File: config.mk
export PLATFORM = sky130hd
export DESIGN_NAME = led_time_display
export DESIGN_NICKNAME = d
export VERILOG_FILES = /design/src/rtl/led_time_display.sv
export SDC_FILE = /design/constraint.sdc
export NUM_CORES = 1
export LEC_CHECK = 0
export CAP_MARGIN = 40
export CORE_MARGIN = 2
export CORE_UTILIZATION = 48
export DETAILED_ROUTE_END_ITERATION = 8
export GPL_TIMING_DRIVEN = 0
export PLACE_DENSITY = 0.74
export SETUP_SLACK_MARGIN = 0.5
export SYNTH_ARGS = -nofsm -noshare
export SYNTH_HDL_FRONTEND = slang
export SYNTH_SLANG_ARGS = --single-unit
File: constraint.sdc
create_clock -name clk -period 2.1 [get_ports clk]
set_clock_uncertainty 0.15 [all_clocks]
set_input_delay 0.42 -clock clk [delete_from_list [all_inputs] [get_ports clk]]
set_output_delay 0.42 -clock clk [all_outputs]
set_load 0.01 [all_outputs]
File: src/rtl/led_time_display.sv
// -----------------------------------------------------------------------------
// led_time_display
//
// Drives the on-board LED bar from the round timer. Shows the remaining
// seconds as a thermometer bar, blinks the bar while time is low, and when the
// tracker reports a timeout runs a fixed number of all-LED flashes before
// holding a done flag for the round controller.
//
// Ports
//   clk        in   system clock
//   rst        in   asynchronous, active-high reset
//   enable     in   round active; low forces IDLE
//   timeValue  in   remaining seconds (4 bits) from the time tracker
//   timeout    in   level, 1 = time expired
//   leds       out  LED bar drive, 1 = lit (NUM_LEDS bits)
//   warn       out  high while in WARN
//   tick       out  one-cycle pulse per observed one-second decrement
//   flashDone  out  high while in DONE
//
// All outputs are registered: an input change appears one cycle later.
// -----------------------------------------------------------------------------
module led_time_display #(
   parameter int unsigned NUM_LEDS    = 10,
   parameter int unsigned BLINK_DIV   = 25000000,
   parameter int unsigned WARN_LEVEL  = 3,
   parameter int unsigned FLASH_COUNT = 3
) (
   input  logic                clk,
   input  logic                rst,
   input  logic                enable,
   input  logic [3:0]          timeValue,
   input  logic                timeout,
   output logic [NUM_LEDS-1:0] leds,
   output logic                warn,
   output logic                tick,
   output logic                flashDone
);

   localparam int unsigned PW = (BLINK_DIV > 2) ? $clog2(BLINK_DIV) : 1;
   localparam int unsigned FW = (FLASH_COUNT > 1) ? $clog2(FLASH_COUNT + 1) : 1;

   localparam logic [PW-1:0] PRE_MAX  = PW'(BLINK_DIV - 1);
   localparam logic [FW-1:0] FLASH_N  = FW'(FLASH_COUNT);

   typedef enum logic [2:0] {
      S_IDLE,
      S_BAR,
      S_WARN,
      S_FLASH,
      S_DONE
   } state_t;

   state_t                state_q, state_d;
   logic [PW-1:0]         pre_q, pre_d;
   logic                  phase_q, phase_d;
   logic [FW-1:0]         cnt_q, cnt_d;
   logic [3:0]            prev_q, prev_d;
   logic [NUM_LEDS-1:0]   leds_q, leds_d;
   logic                  warn_q, warn_d;
   logic                  tick_q, tick_d;
   logic                  done_q, done_d;

   int unsigned           tv_u;
   int unsigned           v_u;
   logic [NUM_LEDS-1:0]   bar_v;
   logic                  low_time;
   logic                  wrap;
   logic                  flash_end;
   logic                  entering;

   // Clamp the incoming value and build the thermometer pattern.
   always_comb begin
      tv_u  = 32'(timeValue);
      v_u   = (tv_u > NUM_LEDS) ? NUM_LEDS : tv_u;
      bar_v = '0;
      for (int unsigned i = 0; i < NUM_LEDS; i++) begin
         bar_v[i] = (i < v_u);
      end
      low_time = (v_u >= 1) && (v_u <= WARN_LEVEL);
   end

   // Next-state, timebase and output decode.
   always_comb begin
      wrap      = (pre_q == PRE_MAX);
      // The last off-toggle of the flash sequence leaves FLASH directly.
      flash_end = (state_q == S_FLASH) && wrap && phase_q &&
                  ((cnt_q + FW'(1)) == FLASH_N);

      state_d = state_q;
      if (!enable) begin
         state_d = S_IDLE;
      end else if (timeout && (state_q == S_IDLE || state_q == S_BAR ||
                               state_q == S_WARN)) begin
         state_d = S_FLASH;
      end else begin
         unique case (state_q)
            S_IDLE, S_BAR, S_WARN: state_d = low_time ? S_WARN : S_BAR;
            S_FLASH:               state_d = flash_end ? S_DONE : S_FLASH;
            S_DONE:                state_d = S_DONE;
            default:               state_d = S_IDLE;
         endcase
      end

      entering = ((state_d == S_WARN)  && (state_q != S_WARN)) ||
                 ((state_d == S_FLASH) && (state_q != S_FLASH));

      pre_d   = pre_q;
      phase_d = phase_q;
      cnt_d   = cnt_q;
      if (state_d == S_IDLE) begin
         pre_d   = '0;
         phase_d = 1'b0;
         cnt_d   = '0;
      end else if (state_d == S_DONE) begin
         pre_d   = '0;
         phase_d = 1'b0;
      end else if (entering) begin
         // Restart so the first half-period after entry is lit.
         pre_d   = '0;
         phase_d = 1'b1;
         cnt_d   = '0;
      end else if (wrap) begin
         pre_d   = '0;
         phase_d = ~phase_q;
         if ((state_q == S_FLASH) && phase_q) begin
            cnt_d = cnt_q + FW'(1);
         end
      end else begin
         pre_d = pre_q + PW'(1);
      end

      prev_d = timeValue;

      leds_d = '0;
      warn_d = 1'b0;
      done_d = 1'b0;
      unique case (state_d)
         S_BAR:   leds_d = bar_v;
         S_WARN: begin
            warn_d = 1'b1;
            leds_d = phase_d ? bar_v : '0;
         end
         S_FLASH: leds_d = phase_d ? '1 : '0;
         S_DONE:  done_d = 1'b1;
         default: leds_d = '0;
      endcase

      // Only an exact one-second step down counts; prev 0 cannot step down.
      tick_d = ((state_d == S_BAR) || (state_d == S_WARN)) &&
               (prev_q != 4'd0) && (timeValue == (prev_q - 4'd1));
   end

   always_ff @(posedge clk or posedge rst) begin
      if (rst) begin
         state_q <= S_IDLE;
         pre_q   <= '0;
         phase_q <= 1'b0;
         cnt_q   <= '0;
         prev_q  <= '0;
         leds_q  <= '0;
         warn_q  <= 1'b0;
         tick_q  <= 1'b0;
         done_q  <= 1'b0;
      end else begin
         state_q <= state_d;
         pre_q   <= pre_d;
         phase_q <= phase_d;
         cnt_q   <= cnt_d;
         prev_q  <= prev_d;
         leds_q  <= leds_d;
         warn_q  <= warn_d;
         tick_q  <= tick_d;
         done_q  <= done_d;
      end
   end

   assign leds      = leds_q;
   assign warn      = warn_q;
   assign tick      = tick_q;
   assign flashDone = done_q;

endmodule

# ---- After elaboration in Yosys (flattened, before gate mapping)
# Index checks and enable logic that the tools add are counted.
dict set report classes {
  n_addsub 3
  bitwise_logic 1
  muxes 24
  magnitude_cmp 13
  n_eq_ne 14
  reduce_logical 21
}
# cell count
set op_table {}
lappend op_table {{25-bit 2-to-1 mux} 4}
lappend op_table {{10-bit one-hot mux with 3 select lines} 1}
lappend op_table {{25-bit by 1-bit adder with 25-bit output (second input constant)} 1}
lappend op_table {{25-bit == test (second input constant)} 1}
lappend op_table {{10-bit 2-to-1 mux} 2}
lappend op_table {{3-bit by 4-bit less-than comparator with 1-bit output (first input constant)} 4}
lappend op_table {{3-bit by 2-bit == test with 1-bit output (second input constant)} 4}
lappend op_table {{2-bit 2-to-1 mux} 6}
lappend op_table {{1-bit logical AND} 10}
lappend op_table {{3-bit 2-to-1 mux} 3}
lappend op_table {{3-bit one-hot mux with 3 select lines} 1}
lappend op_table {{1-bit by 4-bit less-than comparator with 1-bit output (first input constant)} 2}
lappend op_table {{2-bit by 4-bit less-than comparator with 1-bit output (first input constant)} 2}
lappend op_table {{4-bit less-than comparator (first input constant)} 2}
lappend op_table {{3-bit by 1-bit == test with 1-bit output (second input constant)} 2}
lappend op_table {{3-bit == test (second input constant)} 2}
lappend op_table {{3-bit logical NOT} 2}
lappend op_table {{1-bit 2-to-1 mux} 6}
lappend op_table {{3-bit by 2-bit != test with 1-bit output (second input constant)} 2}
lappend op_table {{3-bit nonzero test} 2}
lappend op_table {{4-bit == test} 1}
lappend op_table {{4-bit by 1-bit >= comparator with 1-bit output (second input constant)} 1}
lappend op_table {{4-bit greater-than comparator (second input constant)} 1}
lappend op_table {{4-bit by 2-bit <= comparator with 1-bit output (second input constant)} 1}
lappend op_table {{other kinds (10)} 13}
dict set report word_totals {
  in_bits 8
  reg_bits 48
  out_inout_bits 13
  word_cells 85
}

# ---- Longest topological paths before layout
# Gate-level depths: netlist of run 1.
dict set report logic_depth {
  depth_word 16
  mapped_depth 9
  depth_no_buf 7
}

# ---- Worst setup path after synthesis of run 1
# OpenSTA, ideal clock, no wires.
dict set report synth_timing {
  path_kind {register to register}
  startpoint {register pre_q[6]}
  endpoint {register cnt_q[0]}
  required_time_ns 1.876
  path_stages_with_launch 6
  path_buffers 0
  synth_period_minus_slack_ns 2.178
  setup_ns 0.074
  slack_ns -0.078
  arrival_ns 1.954
  path_cell_list {dfrtp_1 or4b_4 nor4_4 nand3_1 or4_4 o21ai_2}
}
dict set report synth_between {
  elab_chain_cells 14
  word_cells_on_any_way 22
  classes_between {eq/ne: 5; mux: 7; reduce/logical: 10}
}
# item line
set synth_lines {}
lappend synth_lines {{start: declaration} 54} ;# logic [PW-1:0] pre_q, pre_d;
lappend synth_lines {{start signal: assignment} 166} ;# pre_q <= pre_d;
lappend synth_lines {{25-bit == test *} 84} ;# wrap = (pre_q == PRE_MAX);
lappend synth_lines {{1-bit logical AND (3 in series)} 86} ;# flash_end = (state_q == S_FLASH) && wrap && phase_q &&
lappend synth_lines {{3-bit 2-to-1 mux} 98} ;# S_FLASH: state_d = flash_end ? S_DONE : S_FLASH;
lappend synth_lines {{3-bit one-hot mux with 3 select lines} 96} ;# unique case (state_q)
lappend synth_lines {{3-bit 2-to-1 mux} 92} ;# end else if (timeout && (state_q == S_IDLE || state_q == S_BAR ||
lappend synth_lines {{3-bit 2-to-1 mux} 90} ;# if (!enable) begin
lappend synth_lines {{3-bit by 2-bit == test with 1-bit output, on equally long branches} {104, 105}}
lappend synth_lines {{1-bit logical AND, on equally long branches} {104, 105}}
lappend synth_lines {{1-bit logical OR} 104} ;# entering = ((state_d == S_WARN) && (state_q != S_WARN)) ||
lappend synth_lines {{2-bit 2-to-1 mux} 117} ;# end else if (entering) begin
lappend synth_lines {{2-bit 2-to-1 mux} 114} ;# end else if (state_d == S_DONE) begin
lappend synth_lines {{2-bit 2-to-1 mux} 110} ;# if (state_d == S_IDLE) begin
lappend synth_lines {{end signal: assignment} 168} ;# cnt_q <= cnt_d;
lappend synth_lines {{end: declaration} 56} ;# logic [FW-1:0] cnt_q, cnt_d;
# Every way passes the cells marked *; elsewhere a longest branch is shown, timed or not. The select of a mux whose other input is x is not followed.
# A chain may end at the register's enable or synchronous reset.

# ---- Worst setup path in the final report of run 1
dict set report layout_timing {
  startpoint {register pre_q[23]}
  endpoint {register leds_q[0] (netlist: leds[0])}
}
dict set report layout_between {
  elab_chain_cells 16
  word_cells_on_any_way 23
  classes_between {eq/ne: 5; mux: 11; reduce/logical: 7}
}
# item line
set layout_lines {}
lappend layout_lines {{25-bit == test *} 84}
lappend layout_lines {{1-bit logical AND (3 in series)} 86}
lappend layout_lines {{3-bit 2-to-1 mux} 98}
lappend layout_lines {{3-bit one-hot mux with 3 select lines} 96}
lappend layout_lines {{3-bit 2-to-1 mux} 92}
lappend layout_lines {{3-bit 2-to-1 mux} 90}
lappend layout_lines {{3-bit by 2-bit == test with 1-bit output, on equally long branches} {104, 137, 105}}
lappend layout_lines {{1-bit logical AND, on equally long branches} {104, 105}}
lappend layout_lines {{1-bit logical OR} 104}
lappend layout_lines {{1-bit 2-to-1 mux} 117}
lappend layout_lines {{1-bit 2-to-1 mux} 114}
lappend layout_lines {{1-bit 2-to-1 mux} 110}
lappend layout_lines {{10-bit 2-to-1 mux, on equally long branches} {143, 141}}
lappend layout_lines {{10-bit one-hot mux with 3 select lines *} 137} ;# unique case (state_d)
lappend layout_lines {{via leds_d[0]} 58} ;# logic [NUM_LEDS-1:0] leds_q, leds_d;
lappend layout_lines {{end signal: assignment} 170} ;# leds_q <= leds_d;
lappend layout_lines {{end: declaration} 58}
# The timed path passes the listed nets; every way through them passes the cells marked *.

==> results.json, run 1 <==
{
  "multi_input_area_um2": 1370,
  "cp_max_fo": 5,
  "cts_buffers": 5,
  "grt_pass1_vias": 1964,
  "drc": 0,
  "clk_path_buf_depth": 2,
  "hold_viol_final": 0,
  "power.density_nw_per_um2": 523,
  "vdd_drop_max_mv": 0.301,
  "core_area_um2": 5110,
  "path_clk_slew_ps": 90,
  "fin_util_pct": 66.0,
  "fill_cells": 381,
  "worstPathRequired_ps": 2130,
  "layout_common_cells": "44 x dfrtp_1, 23 x buf_4, 22 x nor2_2, 21 x xnor2_1",
  "rsz0062_at_grt": "true",
  "violations": "setup timing",
  "synth_area_um2": 2530,
  "grt_pass1_wl_um": 9810,
  "drt_iter0_drc": 144,
  "cp-end-kind": "flop",
  "layout.nets": 330,
  "maxCapViolCount": 0,
  "grt_max_degree": 30,
  "finalWorstSetupSlack_ps": -271,
  "rows": 26,
  "place_congestion": 0.842,
  "finalSetupViolCount": 37,
  "die_w_um": 76.6,
  "die-height_um": 76.6,
  "max_freq_mhz": 422,
  "fin_crit_sh_pct": 113,
  "io_pins": 21,
  "antenna_found_initial": 0,
  "stdcell_count": 389,
  "dr.pass1.iters": 4,
  "power.leakage_nw": 1.41,
  "cts_tree": "built",
  "yosysWarnings": 0,
  "status": "finished, violations left",
  "cts_max_level": 2,
  "syn_inst": 262,
  "crit_slowest_cell": "or4b_4",
  "overflow": 0,
  "layout-drive-gt1-share_pct": 29.5,
  "crit_type": "reg2reg",
  "regArea_um2": 1210,
  "period_minus_slack_ps": 2370,
  "critPathMostFrequentCell": "buf_4",
  "dpl.cell_count": 353,
  "portBuffers": 20,
  "cts.sinks": 48,
  "yosysSeqAreaShare_pct": 47.5,
  "grt_use_total_pct": 21.0,
  "fin_hold_ws_ps": 271,
  "final_common_cell": "dfrtp_1",
  "hold_buffers": 0,
  "clk_latency_ps": 300,
  "slew_violations": 0,
  "ys_seq_elements": 48,
  "max_slew.worst_pin.slew_ps": 480,
  "dp_hpwl_um": 3680,
  "viasPerCell": 5.61,
  "synth_cell_types": 49,
  "syn_to_final_growth_pct": 33.4,
  "diodes": 0,
  "cts_root_buf": "clkbuf_8",
  "totalWireLength_um": 6240,
  "crit_chain": "or4b_4 -> nor4_4 -> buf_4 -> o2111ai_2 -> o211ai_1 -> buf_4 -> o31ai_1",
  "hold_path_class": "in2reg",
  "start_util_pct": 49.5,
  "critPathArrivalTime_ps": 2400,
  "postRouteAntennaNets": 0,
  "vias": 2182,
  "maxSlewHeadroom_pct": 67.7,
  "syn-mean-instance-area_um2": 9.65,
  "wire_per_inst_um": 16.0,
  "syn_nets": 273,
  "die_area_um2": 5860,
  "critPathMaxStageDelay_ps": 560,
  "cp-start-kind": "flop"
}
per-layer routing:
layer | vias up | GRT usage [%] | routed length (um)
met3 | 9 | 5.45 | 251
li1 | 1055 | - | -
met2 | 67 | 34.7 | 3160
met5 | - | 0 | 0
met1 | 1051 | 27.4 | 2750
met4 | 0 | 5.64 | 71
logic make-up (layout without fill, tap and decap cells):
family	after synthesis	after routing	share of synthesized area (%)
flip-flops	48	48	47.5
AND/OR/NAND/NOR	118	118	26.2
adder cells (fa/ha/maj)	3	3	1.48
AO/OA/AOI/OAI	38	38	10.4
multiplexers	2	2	0.792
XOR/XNOR	27	27	9.35
buffers and inverters	26	83	4.30
power breakdown:
part           internal [mW]  leakage (nW)  switching (mW)
sequential             0.954         0.639          0.0166
clock                  0.227        0.0410           0.297
combinational          0.123         0.728           0.146
total                   1.30          1.41           0.460
cells in the mapped netlist (all sizes together):
library cell | n | area (um2)
a31oi | 4 | 25.0
a21oi | 7 | 35.0
or2 | 2 | 12.5
nand4 | 7 | 43.8
a21boi | 1 | 7.51
nor4 | 12 | 90.1
inv | 13 | 48.8
a311oi | 1 | 8.76
clkbuf | 8 | 30.0
or4b | 2 | 27.5
or4 | 2 | 18.8
nor2 | 35 | 131
or4bb | 1 | 11.3
nand3b | 1 | 7.51
or3 | 3 | 18.8
nor4b | 2 | 32.5
a41o | 1 | 10.0
nor2b | 1 | 6.26
o31ai | 3 | 22.5
nand3 | 16 | 80.1
a22o | 2 | 17.5
o21ai | 9 | 48.8
ha | 3 | 37.5
a2111o | 1 | 11.3
o2bb2ai | 1 | 8.76
o211ai | 2 | 15.0
dfrtp | 48 | 1200
and3 | 5 | 32.5
o2111ai | 3 | 26.3
o41a | 1 | 11.3
nand2b | 2 | 12.5
buf | 5 | 30.0
xnor2 | 21 | 184
nand2 | 11 | 41.3
xor2 | 6 | 52.6
and2 | 2 | 12.5
mux2i | 2 | 20.0
and4 | 1 | 10.0
nor3 | 12 | 65.1
a211oi | 2 | 15.0
nor3b | 1 | 7.51
layout make-up:
cell class | instances | share of cell area (%)
inverter | 13 | 1.56
buffer | 13 | 3.34
sequential | 48 | 35.8
multi-input combinational | 188 | 40.5
tap | 70 | 2.60
clock buffer | 6 | 2.15
clock inverter | 1 | 0.148
timing repair buffer | 50 | 13.9
worst max-delay path, delay by kind of cell, from the launching register on:
kind | cells | cell delay, ps
simple gates | 2 | 880
compound gates | 3 | 410
flops | 1 | 410
buf+inv | 2 | 390
flip-flops by register name, indices dropped and copies added, names as in the netlist:
| name | count |
|---|---|
| cnt_q | 2 |
| flashDone | 1 |
| leds | 10 |
| phase_q | 1 |
| pre_q | 25 |
| prev_q | 4 |
| state_q | 3 |
| tick | 1 |
| warn | 1 |
through the flow:
step,setup TNS (ps),instance area [um2],setup slack (ps),power (mW)
6_report,-5360,3370,-271,1.76
3_5_place_dp,-28490,2880,-963,1.21
3_3_place_gp,-27490,2860,-932,1.20
5_1_grt,-7570,3370,-328,1.85
4_1_cts,-3070,3170,-135,1.75
2_1_floorplan,-5.65,2570,-1.88,1.12
what timing repair did:
| item | 4_1_cts | 5_1_grt |
|---|---|---|
| gates resized for setup | 46 | 33 |
| setup endpoints to repair | 57 | 44 |
| cloned | 1 | 2 |
| pin swaps | 8 | 7 |
| setup buffers | 16 | 10 |
final timing paths:
kind / from / to / slack (ps) / depth (start not counted)
worst max-delay path: pre_q[23] / leds[0] / -270 / 7
worst min-delay path: timeValue[1] / prev_q[1] / 270 / 1
worst max register to register: pre_q[23] / leds[0] / -270 / 7
worst min register to register: pre_q[0] / pre_q[0] / 370 / 1
max in group asynchronous: rst / pre_q[10] / 980 / 3
min in group asynchronous: rst / leds[9] / 330 / 2
No activity file was read; power rests on OpenSTA's default activity.
==> run 2: changes to the inputs <==
--- a/config.mk
+++ b/config.mk
@@ -10,7 +10,7 @@
 export CORE_UTILIZATION = 48
 export DETAILED_ROUTE_END_ITERATION = 8
 export GPL_TIMING_DRIVEN = 0
-export PLACE_DENSITY = 0.74
+export PLACE_DENSITY = 0.83
 export SETUP_SLACK_MARGIN = 0.5
 export SYNTH_ARGS = -nofsm -noshare
 export SYNTH_HDL_FRONTEND = slang
==> results.json, run 2 (synthesis results as in run 1) <==
{
  "min_from": "timeValue[1]",
  "dp_hpwl_um": 3690,
  "p_sw_uw": 468,
  "worstReg2RegEnd": "pre_q[10]",
  "cts_buffers": 5,
  "reg2regPathDepth": 7,
  "holdPathStages": 1,
  "grt_pass1_wl_um": 9870,
  "pwr-share-clk_pct": 35.5,
  "wire_per_inst_um": 15.6,
  "core_area_um2": 5110,
  "cts_root_buf": "clkbuf_8",
  "vdd_drop_max_mv": 0.303,
  "fill_cells": 428,
  "multi_input_area_um2": 1370,
  "totalWireLength_um": 6050,
  "die_w_um": 76.6,
  "die_area_um2": 5860,
  "cts_tree": "built",
  "fin_crit_sh_pct": 108,
  "path_clk_slew_ps": 90,
  "period_minus_slack_ps": 2260,
  "drt_iter0_drc": 137,
  "min_to": "prev_q[1]",
  "clk_path_buf_depth": 2,
  "grt_use_total_pct": 20.9,
  "power.leakage_nw": 1.42,
  "hold_path_class": "in2reg",
  "hold_viol_final": 0,
  "start_util_pct": 49.5,
  "layout.nets": 327,
  "postRouteAntennaNets": 0,
  "maxCapViolCount": 0,
  "max_freq_mhz": 442,
  "layout_common_cells": "43 x dfrtp_1, 26 x nor2_1, 23 x buf_4, 21 x xnor2_1, 16 x dlygate4sd2_1",
  "drc": 0,
  "regArea_um2": 1210,
  "portBuffers": 20,
  "largest_reg_flops": 25,
  "finalSetupViolCount": 37,
  "worstPathRequired_ps": 2140,
  "place_congestion": 0.851,
  "rows": 26,
  "die-height_um": 76.6,
  "violations": "setup timing",
  "regMostFlops": "pre_q",
  "syn_to_final_growth_pct": 33.3,
  "overflow": 0,
  "cts_max_level": 2,
  "max_slew.worst_pin.slew_ps": 498,
  "power.density_nw_per_um2": 561,
  "viasPerCell": 5.75,
  "tns_ps": -4890,
  "dr.pass1.iters": 4,
  "cts.sinks": 48,
  "maxSlewHeadroom_pct": 66.7,
  "antenna_found_initial": 0,
  "clk_latency_ps": 300,
  "post-place-ws_ps": -813,
  "io_pins": 21,
  "finalWorstSetupSlack_ps": -163,
  "rrSetupSlack_ps": -160,
  "crit_type": "reg2reg",
  "vias": 2224,
  "slew_violations": 0,
  "power_mw": 1.89,
  "diodes": 0,
  "grt_pass1_vias": 2109,
  "rsz0062_at_grt": "true",
  "final_common_cell": "dfrtp_1",
  "status": "finished, violations left",
  "cp-end-kind": "flop",
  "sw_frac_of_total_pct": 24.8,
  "critPathArrivalTime_ps": 2310,
  "layout-drive-gt1-share_pct": 26.5,
  "seqPwrFrac_pct": 51.3,
  "grt_max_degree": 31,
  "cp_max_fo": 7,
  "reg2reg_from": "pre_q[6]",
  "share_comb_of_total_power_pct": 13.2,
  "cp-start-kind": "flop",
  "p_int_mw": 1.42
}
-- run 2: changes by cell type in the layout (fill, tap and decap cells not counted), moves of 2 or more --
| cell | previous run | this run |
|---|---|---|
| nor2_2 | 22 | 7 |
| nor4_2 | 1 | 3 |
| buf_6 | 6 | 4 |
| nor2_1 | 13 | 26 |
| nor2_4 | 0 | 2 |
| clkbuf_4 | 3 | 1 |
| nor4_1 | 9 | 7 |
| clkinv_4 | 0 | 2 |
-- run 2: how the worst max path moves through the flow --
stage	slack, ps	startpoint	endpoint
after detailed placement	-810	timeValue[3]	leds[2]
after global placement	-810	timeValue[3]	leds[2]
after CTS	-90	pre_q[9]	pre_q[9]
final	-160	pre_q[6]	pre_q[10]
after global routing	-220	pre_q[6]	pre_q[23]
after floorplan	-2	pre_q[23]	leds[0]
-- run 2: per-stage QoR --
step | hold WS [ps] | util, % | area [um2] | cells
CTS | 229 | 62.2 | 3180 | 377
global route | 253 | 66.0 | 3370 | 387
global placement | 345 | 55.9 | 2860 | 352
finish | 253 | 66.0 | 3370 | 387
floorplan | 300 | - | 2570 | 262
detailed placement | 367 | 56.3 | 2880 | 353
-- run 2: layer usage --
layer	GRT usage [%]	wire length, um	vias up
met3	4.03	216	14
li1	-	-	1047
met1	25.5	2420	1112
met4	7.27	129	0
met5	0	0	-
met2	36.7	3290	51
-- run 2: final cells by class --
cell class | count | share of cell area [%]
Inverter | 13 | 1.56
Multi-Input combinational cell | 188 | 40.7
Buffer | 13 | 3.38
Clock inverter | 3 | 1.41
Sequential cell | 48 | 35.8
Clock buffer | 5 | 2.04
Timing Repair Buffer | 47 | 12.5
Tap cell | 70 | 2.60
-- run 2: what timing repair did --
item                                    4_1_cts  5_1_grt
buffers inserted                             16        9
gates cloned                                  0        1
resized for setup                            40       26
endpoints found under the hold margin         0        0
pin swaps                                     6       10
endpoints found under the setup margin       57       44
hold buffers                                  0        0
-- run 2: power groups by stage --
| stage | Sequential, mW | Clock [mW] | Combinational, mW |
|---|---|---|---|
| floorplan | 0.997 | 0 | 0.118 |
| global placement | 0.988 | 0 | 0.210 |
| detailed placement | 0.990 | 0 | 0.219 |
| CTS | 0.970 | 0.689 | 0.231 |
| global route | 0.975 | 0.724 | 0.274 |
| finish | 0.970 | 0.672 | 0.249 |
-- run 2: critical path: stages, from the launching register on --
cell and delay [ps]:
dfrtp_2 460, or4b_4 500, nor4_4 370, o2bb2ai_1 180, or2_1 150, buf_6 150
clkbuf_16 150, nor2_2 30
==> run 3: changes to the inputs <==
--- a/config.mk
+++ b/config.mk
@@ -7,10 +7,10 @@
 export LEC_CHECK = 0
 export CAP_MARGIN = 40
 export CORE_MARGIN = 2
-export CORE_UTILIZATION = 48
+export CORE_UTILIZATION = 57
 export DETAILED_ROUTE_END_ITERATION = 8
 export GPL_TIMING_DRIVEN = 0
-export PLACE_DENSITY = 0.83
+export PLACE_DENSITY = 0.91
 export SETUP_SLACK_MARGIN = 0.5
 export SYNTH_ARGS = -nofsm -noshare
 export SYNTH_HDL_FRONTEND = slang
==> constraint.sdc (replaced) <==
create_clock -name clk -period 2.4 [get_ports clk]
set_clock_uncertainty 0.15 [all_clocks]
set_input_delay 0.48 -clock clk [delete_from_list [all_inputs] [get_ports clk]]
set_output_delay 0.48 -clock clk [all_outputs]
set_load 0.01 [all_outputs]
==> results.json, run 3 (synthesis results as in run 1) <==
{
  "portBuffers": 20,
  "layout.nets": 320,
  "totalWireLength_um": 6210,
  "drc": 0,
  "die_area_um2": 4990,
  "wire_per_inst_um": 17.1,
  "clk_latency_ps": 310,
  "max_freq_mhz": 438,
  "rsz0062_at_grt": "true",
  "hold_viol_final": 0,
  "tns_ps": 0,
  "grt_pass1_wl_um": 10200,
  "grt_pass1_vias": 2165,
  "reg2reg_from": "pre_q[23]",
  "multi_input_area_um2": 1350,
  "rows": 24,
  "regMostFlops": "pre_q",
  "grt_max_degree": 33,
  "dr.pass1.iters": 5,
  "overflow": 0,
  "fin_hold_ws_ps": 311,
  "worstPathRequired_ps": 2440,
  "die-height_um": 70.6,
  "finalSetupViolCount": 0,
  "cp_max_fo": 10,
  "grtUsageMet3_pct": 5.27,
  "sw_frac_of_total_pct": 22.1,
  "drt_iter0_drc": 182,
  "top_usage_layer": "met2",
  "pwr-share-clk_pct": 42.5,
  "place_congestion": 0.904,
  "regArea_um2": 1210,
  "status": "completed",
  "period_minus_slack_ps": 2280,
  "finalWorstSetupSlack_ps": 116,
  "layout-drive-gt1-share_pct": 25.2,
  "cp-start-kind": "flop",
  "syn_to_final_growth_pct": 31.6,
  "viasPerCell": 6.05,
  "io_pins": 21,
  "slew_violations": 0,
  "vdd_drop_max_mv": 0.479,
  "cts_buffers": 5,
  "postRouteAntennaNets": 0,
  "share_comb_of_total_power_pct": 12.1,
  "stdcell_count": 362,
  "critPathArrivalTime_ps": 2320,
  "dp_hpwl_um": 3760,
  "vias": 2190,
  "p_int_mw": 1.46,
  "hold_path_class": "in2async",
  "diodes": 0,
  "largest_reg_flops": 25,
  "startpoint": "pre_q[23]",
  "cts_tree": "built",
  "grt_use_total_pct": 25.3,
  "dpl.cell_count": 335,
  "start_util_pct": 58.5,
  "grt_use_met2_pct": 45.7,
  "final_common_cell": "dfrtp_1",
  "fin_crit_sh_pct": 95.1,
  "p_sw_uw": 414,
  "max_slew.worst_pin.slew_ps": 482,
  "maxSlewHeadroom_pct": 67.6,
  "post-place-ws_ps": -560,
  "power.leakage_nw": 1.34,
  "antenna_found_initial": 0,
  "fill_cells": 299,
  "seqPwrFrac_pct": 45.4,
  "layout_common_cells": "43 x dfrtp_1, 23 x nor2_1, 21 x xnor2_1, 17 x clkdlybuf4s50_1, 15 x nand3_1",
  "cts.sinks": 48,
  "cp-end-kind": "flop",
  "die_w_um": 70.6,
  "clk_path_buf_depth": 2,
  "cts_root_buf": "clkbuf_8",
  "path_clk_slew_ps": 90,
  "crit_type": "reg2reg",
  "core_area_um2": 4320,
  "cts_max_level": 2,
  "maxCapViolCount": 0,
  "power.density_nw_per_um2": 563,
  "grtUsageMet1_pct": 31.5
}
-- run 3: cell types whose count changed in the layout (fill, tap and decap cells not counted), moves of 2 or more --
cell             change
bufinv_16            +2
clkdlybuf4s50_1     +13
nor2_2               +5
nor2_1               -3
nor2_4               -2
dlygate4sd2_1       -13
buf_4               -10
clkinv_4             -2
buf_6                +2
-- run 3: worst paths after layout --
path	endpoint	slack (ps)	depth (start not counted)
setup reg to reg	pre_q[23]	120	7
min in group clk	prev_q[1]	330	1
hold reg to reg	pre_q[0]	360	1
hold / removal	leds[2]	310	2
setup / recovery	pre_q[23]	120	7
max in group asynchronous	pre_q[19]	1280	3
-- run 3: repair_timing --
item                                    in CTS  in global routing
gates cloned                                 0                  1
hold buffers                                 0                  0
buffers inserted                            16                  2
endpoints found under the hold margin        0                  0
endpoints found under the setup margin      44                 43
pin swaps                                    9                 10
gates resized for setup                     23                 23
-- run 3: layer usage --
metal  vias up  routed length, um
met5         -                  0
met4         0                106
met3        16                311
met2        92               3330
met1      1052               2460
li1       1030                  -
-- run 3: worst max-delay path: stages, from the launching register on --
cell and delay (ps):
dfrtp_1 420, or4b_4 570, nor4_4 400, o2bb2ai_2 160, or2_1 140, buf_6 150, buf_8 130, nor2_1 50
-- run 3: per-stage QoR --
| stage | area, um2 | total power [mW] | utilization (%) |
|---|---|---|---|
| 3_5_place_dp | 2860 | 1.06 | 66.2 |
| 3_3_place_gp | 2840 | 1.05 | 65.7 |
| 4_1_cts | 3200 | 1.86 | 74.0 |
| 5_1_grt | 3330 | 1.95 | 76.9 |
| 6_report | 3330 | 1.87 | 76.9 |
| 2_1_floorplan | 2580 | 0.979 | - |
-- run 3: power by group through the flow --
| stage | logic (mW) | registers, mW | clock network, mW |
|---|---|---|---|
| 3_5_place_dp | 0.195 | 0.866 | 0 |
| 3_3_place_gp | 0.184 | 0.865 | 0 |
| 2_1_floorplan | 0.106 | 0.872 | 0 |
| 5_1_grt | 0.248 | 0.854 | 0.847 |
| 6_report | 0.227 | 0.851 | 0.796 |
| 4_1_cts | 0.210 | 0.850 | 0.804 |
-- run 3: final cells by class --
type                       instances  share of cell area, %
sequential                        48                   36.3
multi-input combinational        188                   40.6
clock buffer                       5                   2.07
buffer                            13                   3.01
clock inverter                     3                   2.71
timing repair buffer              40                   11.9
inverter                          13                   1.47
tap                               52                   1.96
